<file path="src/rtl/ps2_rx_fifo_if.sv">
// Consumer-side bus of the PS/2 receiver: FIFO head, pop request, fill level and error flags.
// The receiver uses the master modport and the keyboard decode logic uses the slave modport.
interface ps2_rx_fifo_if #(
  parameter int unsigned DEPTH_LOG2 = 3
);
  logic                  nextdata_n;
  logic                  clr_err;
  logic [7:0]            data;
  logic                  ready;
  logic [DEPTH_LOG2:0]   level;
  logic                  overflow;
  logic                  parity_err;
  logic                  frame_err;

  modport master (
    input  nextdata_n, clr_err,
    output data, ready, level, overflow, parity_err, frame_err
  );

  modport slave (
    output nextdata_n, clr_err,
    input  data, ready, level, overflow, parity_err, frame_err
  );
endinterface

</file>
<file path="src/rtl/ps2_rx_fifo.sv">
// PS/2 device-to-host receiver: pin synchroniser, ps2_clk deglitch filter, frame FSM with
// parity/stop/timeout checks, and a scan-code FIFO with full/empty tracking by fill level.
module ps2_rx_fifo #(
  parameter int unsigned DEPTH_LOG2  = 3,
  parameter int unsigned FILTER_LEN  = 4,
  parameter int unsigned TIMEOUT_CYC = 5000
) (
  input  logic          clk,
  input  logic          clrn,
  input  logic          ps2_clk,
  input  logic          ps2_data,
  ps2_rx_fifo_if.master bus
);

  localparam int unsigned Depth  = 2 ** DEPTH_LOG2;
  localparam int unsigned LevelW = DEPTH_LOG2 + 1;
  localparam int unsigned FiltW  = $clog2(FILTER_LEN);
  localparam int unsigned ToW    = $clog2(TIMEOUT_CYC);

  localparam logic [FiltW-1:0]      FiltMax   = FiltW'(FILTER_LEN - 1);
  localparam logic [ToW-1:0]        ToMax     = ToW'(TIMEOUT_CYC - 1);
  localparam logic [LevelW-1:0]     LevelFull = LevelW'(Depth);

  typedef enum logic [1:0] {StIdle, StData, StParity, StStop} state_e;

  // Synchroniser and deglitch filter
  logic [1:0]       clk_sync_q, dat_sync_q;
  logic             ck_s, bit_s;
  logic             filt_q, filt_d;
  logic [FiltW-1:0] fcnt_q, fcnt_d;
  logic             strobe_q, strobe_d;

  assign ck_s  = clk_sync_q[1];
  assign bit_s = dat_sync_q[1];

  always_comb begin
    filt_d = filt_q;
    fcnt_d = '0;
    if (ck_s != filt_q) begin
      if (fcnt_q == FiltMax) begin
        filt_d = ck_s;
      end else begin
        fcnt_d = fcnt_q + FiltW'(1);
      end
    end
    strobe_d = filt_q & ~filt_d;
  end

  always_ff @(posedge clk or negedge clrn) begin
    if (!clrn) begin
      clk_sync_q <= 2'b11;
      dat_sync_q <= 2'b11;
      filt_q     <= 1'b1;
      fcnt_q     <= '0;
      strobe_q   <= 1'b0;
    end else begin
      clk_sync_q <= {clk_sync_q[0], ps2_clk};
      dat_sync_q <= {dat_sync_q[0], ps2_data};
      filt_q     <= filt_d;
      fcnt_q     <= fcnt_d;
      strobe_q   <= strobe_d;
    end
  end

  // Frame FSM
  state_e         state_q, state_d;
  logic           timeout;
  logic [7:0]     shreg_q, shreg_d;
  logic [2:0]     bitcnt_q, bitcnt_d;
  logic           par_ok_q, par_ok_d;
  logic [ToW-1:0] to_cnt_q, to_cnt_d;
  logic           push_q, push_d;
  logic           perr_set, ferr_set;

  always_ff @(posedge clk or negedge clrn) begin
    if (!clrn) begin
      state_q <= StIdle;
    end else begin
      state_q <= state_d;
    end
  end

  // A strobe in the same cycle as the timeout limit wins: it restarts the idle count.
  always_comb begin
    state_d = state_q;
    timeout = 1'b0;
    if (strobe_q) begin
      case (state_q)
        StIdle:   if (!bit_s) state_d = StData;
        StData:   if (bitcnt_q == 3'd7) state_d = StParity;
        StParity: state_d = StStop;
        StStop:   state_d = StIdle;
        default:  state_d = StIdle;
      endcase
    end else if (state_q != StIdle && to_cnt_q == ToMax) begin
      timeout = 1'b1;
      state_d = StIdle;
    end
  end

  always_comb begin
    shreg_d  = shreg_q;
    bitcnt_d = bitcnt_q;
    par_ok_d = par_ok_q;
    push_d   = 1'b0;
    perr_set = 1'b0;
    ferr_set = timeout;
    to_cnt_d = (state_q == StIdle || strobe_q || timeout) ? '0 : to_cnt_q + ToW'(1);
    if (strobe_q) begin
      case (state_q)
        StIdle:   bitcnt_d = '0;
        StData: begin
          shreg_d  = {bit_s, shreg_q[7:1]};
          bitcnt_d = bitcnt_q + 3'd1;
        end
        StParity: par_ok_d = ^{shreg_q, bit_s};
        StStop: begin
          if (!bit_s) begin
            ferr_set = 1'b1;
          end else if (!par_ok_q) begin
            perr_set = 1'b1;
          end else begin
            push_d = 1'b1;
          end
        end
        default: ;
      endcase
    end
  end

  always_ff @(posedge clk or negedge clrn) begin
    if (!clrn) begin
      shreg_q  <= '0;
      bitcnt_q <= '0;
      par_ok_q <= 1'b0;
      to_cnt_q <= '0;
      push_q   <= 1'b0;
    end else begin
      shreg_q  <= shreg_d;
      bitcnt_q <= bitcnt_d;
      par_ok_q <= par_ok_d;
      to_cnt_q <= to_cnt_d;
      push_q   <= push_d;
    end
  end

  // Scan-code FIFO
  logic [7:0]            mem_q [Depth];
  logic [DEPTH_LOG2-1:0] wr_ptr_q, rd_ptr_q;
  logic [LevelW-1:0]     level_q, level_d;
  logic                  ready, pop, full, wr_en, ovf_set;
  logic                  ovf_q, perr_q, ferr_q;

  assign ready   = (level_q != '0);
  assign pop     = ready & ~bus.nextdata_n;
  assign full    = (level_q == LevelFull);
  // When full, a simultaneous pop frees the slot the push is about to take.
  assign wr_en   = push_q & (~full | pop);
  assign ovf_set = push_q & full & ~pop;

  always_comb begin
    level_d = level_q;
    case ({wr_en, pop})
      2'b10:   level_d = level_q + LevelW'(1);
      2'b01:   level_d = level_q - LevelW'(1);
      default: level_d = level_q;
    endcase
  end

  always_ff @(posedge clk) begin
    if (wr_en) begin
      mem_q[wr_ptr_q] <= shreg_q;
    end
  end

  always_ff @(posedge clk or negedge clrn) begin
    if (!clrn) begin
      wr_ptr_q <= '0;
      rd_ptr_q <= '0;
      level_q  <= '0;
      ovf_q    <= 1'b0;
      perr_q   <= 1'b0;
      ferr_q   <= 1'b0;
    end else begin
      if (wr_en) wr_ptr_q <= wr_ptr_q + DEPTH_LOG2'(1);
      if (pop)   rd_ptr_q <= rd_ptr_q + DEPTH_LOG2'(1);
      level_q <= level_d;
      ovf_q   <= ovf_set  | (ovf_q  & ~bus.clr_err);
      perr_q  <= perr_set | (perr_q & ~bus.clr_err);
      ferr_q  <= ferr_set | (ferr_q & ~bus.clr_err);
    end
  end

  assign bus.data       = mem_q[rd_ptr_q];
  assign bus.ready      = ready;
  assign bus.level      = level_q;
  assign bus.overflow   = ovf_q;
  assign bus.parity_err = perr_q;
  assign bus.frame_err  = ferr_q;

endmodule

</file>
<file path="src/flat_wrapper.sv">
// flat-port wrapper written by rule: the top's interface ports become plain ports
module ps2_rx_fifo_flat 
#(
  parameter int unsigned DEPTH_LOG2  = 3,
  parameter int unsigned FILTER_LEN  = 4,
  parameter int unsigned TIMEOUT_CYC = 5000
)
  (clk, clrn, ps2_clk, ps2_data, bus_nextdata_n, bus_clr_err, bus_data, bus_ready, bus_level, bus_overflow, bus_parity_err, bus_frame_err);
  ps2_rx_fifo_if #(.DEPTH_LOG2(DEPTH_LOG2)) bus_i ();
  input  logic clk;
  input  logic clrn;
  input  logic ps2_clk;
  input  logic ps2_data;
  input wire logic [$bits(bus_i.nextdata_n)-1:0] bus_nextdata_n;
  input wire logic [$bits(bus_i.clr_err)-1:0] bus_clr_err;
  output wire logic [$bits(bus_i.data)-1:0] bus_data;
  output wire logic [$bits(bus_i.ready)-1:0] bus_ready;
  output wire logic [$bits(bus_i.level)-1:0] bus_level;
  output wire logic [$bits(bus_i.overflow)-1:0] bus_overflow;
  output wire logic [$bits(bus_i.parity_err)-1:0] bus_parity_err;
  output wire logic [$bits(bus_i.frame_err)-1:0] bus_frame_err;
  assign bus_i.nextdata_n = bus_nextdata_n;
  assign bus_i.clr_err = bus_clr_err;
  assign bus_data = bus_i.data;
  assign bus_ready = bus_i.ready;
  assign bus_level = bus_i.level;
  assign bus_overflow = bus_i.overflow;
  assign bus_parity_err = bus_i.parity_err;
  assign bus_frame_err = bus_i.frame_err;
  ps2_rx_fifo #(.DEPTH_LOG2(DEPTH_LOG2), .FILTER_LEN(FILTER_LEN), .TIMEOUT_CYC(TIMEOUT_CYC)) u_core (.clk(clk), .clrn(clrn), .ps2_clk(ps2_clk), .ps2_data(ps2_data), .bus(bus_i));
endmodule
</file>
<file path="config.mk">
export PLATFORM = sky130hd
export DESIGN_NAME = ps2_rx_fifo_flat
export DESIGN_NICKNAME = d
export VERILOG_FILES = /design/src/rtl/ps2_rx_fifo_if.sv /design/src/rtl/ps2_rx_fifo.sv /design/src/flat_wrapper.sv
export SDC_FILE = /design/constraint.sdc
export NUM_CORES = 1
export LEC_CHECK = 0
export BUFFER_PORTS_ARGS = -buffer_cell sky130_fd_sc_hd__buf_2
export CELL_PAD_IN_SITES_DETAIL_PLACEMENT = 1
export CELL_PAD_IN_SITES_GLOBAL_PLACEMENT = 1
export CORE_ASPECT_RATIO = 0.8
export CORE_MARGIN = 3
export CORE_UTILIZATION = 51
export DETAILED_ROUTE_END_ITERATION = 16
export PLACE_DENSITY_LB_ADDON = 0.2
export SYNTH_ARGS = -nofsm -noshare
export SYNTH_HDL_FRONTEND = slang
export SYNTH_SLANG_ARGS = --single-unit
</file>
<file path="constraint.sdc">
create_clock -name clk -period 2.3 [get_ports clk]
set_input_delay 0.115 -clock clk [delete_from_list [all_inputs] [get_ports clk]]
set_output_delay 0.115 -clock clk [all_outputs]
set_load 0.1 [all_outputs]
</file>
==> out/results.ini <==
[synthesis]
syn_nets = 319
ys.flop_type = edfxtp_1
syn_area_mm2 = 0.00472
synth_common_cells = edfxtp_1, dfrtp_1, nor2_1
synth_seq_cells = 113
ys_seq_area_frac = 0.668
synth_area_leaders = edfxtp_1, dfrtp_1, mux4_2
avgSynthCellArea_um2 = 15.6
synth_top_area_cell = edfxtp_1
async_flop_share = 0.434
syn_inst = 302
ys.warnings.count = 0
synth-edff-count = 64
synthDistinctLibCells = 46
synth.top_cell.area_share = 0.407
synthMostInstantiatedCell = edfxtp_1

[final_layout]
stdcell_count = 475
syn2layout_area_growth_pct = 20.3
antenna_cells = 0
final_layout_size_suffix_gt1_frac = 0.306
final_nets = 367
fin_area_mm2 = 0.00569

[placement]
place_inst = 439
port_buffers = 21
gp_congestion = 0.728
dp_hpwl_um = 6650
pre_cts_ws_ns = 0.0720
place_area_mm2 = 0.00507

[setup_path]
crit-reg2reg-launch = u_core.bus.level[1]
worstSetupPathType = flip-flop to primary output
crit_required_ns = 2.18
rr_endpoint = u_core.bus.level[2]
r2r_slack_ns = 0.20
critPathLaunchType = flip-flop
end_kind = primary output
crit_arrival_ns = 2.09
rr_worst_depth = 8
critical_path.max_fanout = 18

[power_and_ir_drop]
power.density_mw_per_mm2 = 1070
ir_drop_mv = 0.930
combPwrFrac = 0.199
netSwitchingPower_mw = 1.76
seqPwrFrac = 0.400
p_int_mw = 4.32
switching_share = 0.289
p_clk_frac = 0.401
total_power_mw = 6.08
power.leakage_nw = 2.22

[sta]
slew_violations = 0
setup_ws_ns = 0.0952
hold_viol = 0
rsz0062_at_grt = false
fmax_mhz = 454
worst_slew_pin_slew_ns = 0.826
setup_viol = 0
fin_crit_ns = 2.20
skew_ns = 0.0101
tns_ns = 0
slew-limit-headroom = 0.448
period_share = 0.959

[route]
met2_length_um = 5500
via_per_inst = 5.76
m1WireLength_um = 4360
drtIter0Drc = 211
top_layer = met4
finalWirelength_um = 10600
route.detailed.drc = 0
drt-wirelength-per-cell_um = 22.2
drtAntennaViolNets = 0
drtPass1Iterations = 4
dr_total_vias = 2736
wl_met3_um = 557

[clock_tree]
cts_tree = yes
clk_pin_slew_worst_paths_ns = 0.05
cts_max_level = 4
clkLatencyLatePin_ns = 0.41
ctsLongestPathBuffers = 2
cts_setup_buffers = 0
cts_buffers = 17
clock-sinks = 113
cts-root-buf = clkbuf_16

[die]
die_height_um = 92.1
pin_count = 22
die_x_um = 114
rows = 30
dieArea_mm2 = 0.0105
start_util = 0.540
coreArea_mm2 = 0.00875

[status]
status = complete, no violations

[global_routing]
grt_pass1_vias = 3083
antenna_found_initial = 0
grt_max_degree = 32
grt_usage = 0.227
grt.overflow.total = 0
grt_pass1_wl_um = 17300

[min_path]
whs_path_depth = 3
hold_end = u_core.bus.overflow
worstHoldStart = bus_nextdata_n
hold_path.class = primary input to flip-flop

[flow_run]
cap_violations = 0

[power by group through the flow]
stage	clock, mW	combinational [mW]	sequential (mW)
CTS	2.48	1.23	2.43
floorplan	0	0.768	2.59
detailed placement	0	1.21	2.46
finish	2.44	1.21	2.43
global placement	0	1.18	2.45
global route	2.59	1.32	2.45
[flip-flops by register name, indices dropped and copies added, names as in the netlist, 3 cells and up]
register / flops
u_core.bitcnt_q: 3
u_core.bus.level: 4
u_core.mem_q: 64
u_core.rd_ptr_q: 3
u_core.shreg_q: 8
u_core.to_cnt_q: 13
u_core.wr_ptr_q: 3
[cells in the final DEF (no fill, tap or decap), types with 8 or more instances in the layout]
| cell | n |
|---|---|
| nand2_1 | 17 |
| xnor2_1 | 15 |
| clkbuf_16 | 17 |
| nand3_1 | 10 |
| buf_2 | 20 |
| edfxtp_1 | 64 |
| dfrtp_1 | 40 |
| inv_1 | 10 |
| xor2_1 | 9 |
| mux2_2 | 18 |
| ha_1 | 11 |
| nor2_1 | 19 |
| mux4_2 | 16 |
| buf_4 | 11 |
| nor3_1 | 8 |
[logic make-up (layout without fill, tap and decap cells)]
family	count (synthesis)	after routing	share of synthesized area
adders and majority gates	11	11	0.0291
muxes	36	36	0.124
and+or+nand+nor	79	79	0.0845
AOI/OAI and AO/OA	20	20	0.0286
xor gates and xnor gates	25	25	0.0493
buffers and inverters	18	79	0.0164
DFF	113	113	0.668
[per-stage QoR]
stage	hold WS [ns]	utilization
final	0.103	0.650
after global routing	0.0943	0.650
after CTS	0.0839	0.647
after detailed placement	0.203	0.579
after global placement	0.204	0.579
after floorplan	-0.181	-
[timing repair]
| item | 4_1_cts | 5_1_grt |
|---|---|---|
| setup endpoints to repair | 0 | 22 |
| endpoints found under the hold margin | 32 | 0 |
| hold buffers | 4 | 0 |
| gates resized for setup | 0 | 6 |
[cell type report]
cell class | instances | area (um2)
inverter | 10 | 37.5
timing repair buffer | 37 | 263
tap | 112 | 140
multi-input combinational | 171 | 1530
fill | 775 | 3060
sequential | 113 | 3160
clock buffer | 26 | 499
clock inverter | 6 | 55.1
[worst max-delay path by stage]
| stage | start | end | slack, ns | cells past startpoint |
|---|---|---|---|---|
| detailed placement | u_core.bus.level[1] | u_core.mem_q[0][6] | 0.07 | 5 |
| finish | u_core.rd_ptr_q[0] | bus_data[1] | 0.1 | 4 |
| floorplan | u_core.bus.level[0] | u_core.mem_q[1][0] | 0.04 | 4 |
| CTS | u_core.rd_ptr_q[0] | bus_data[6] | 0.04 | 4 |
| global placement | u_core.bus.level[1] | u_core.mem_q[6][3] | 0.21 | 3 |
| global route | u_core.rd_ptr_q[0] | bus_data[1] | 0.009 | 4 |
[critical path, stage by stage, from the launching register on]
cell	delay, ns
dfrtp_1	0.37
buf_12	0.20
mux4_2	0.53
mux2_2	0.28
buf_2	0.29
[layer usage]
metal  GRT usage  vias to the layer above
met2       0.372                       71
met5           0                        -
met4      0.0731                        0
met3      0.0712                       10
met1       0.291                     1424
li1            -                     1231
(Power assumes the default switching activity.)
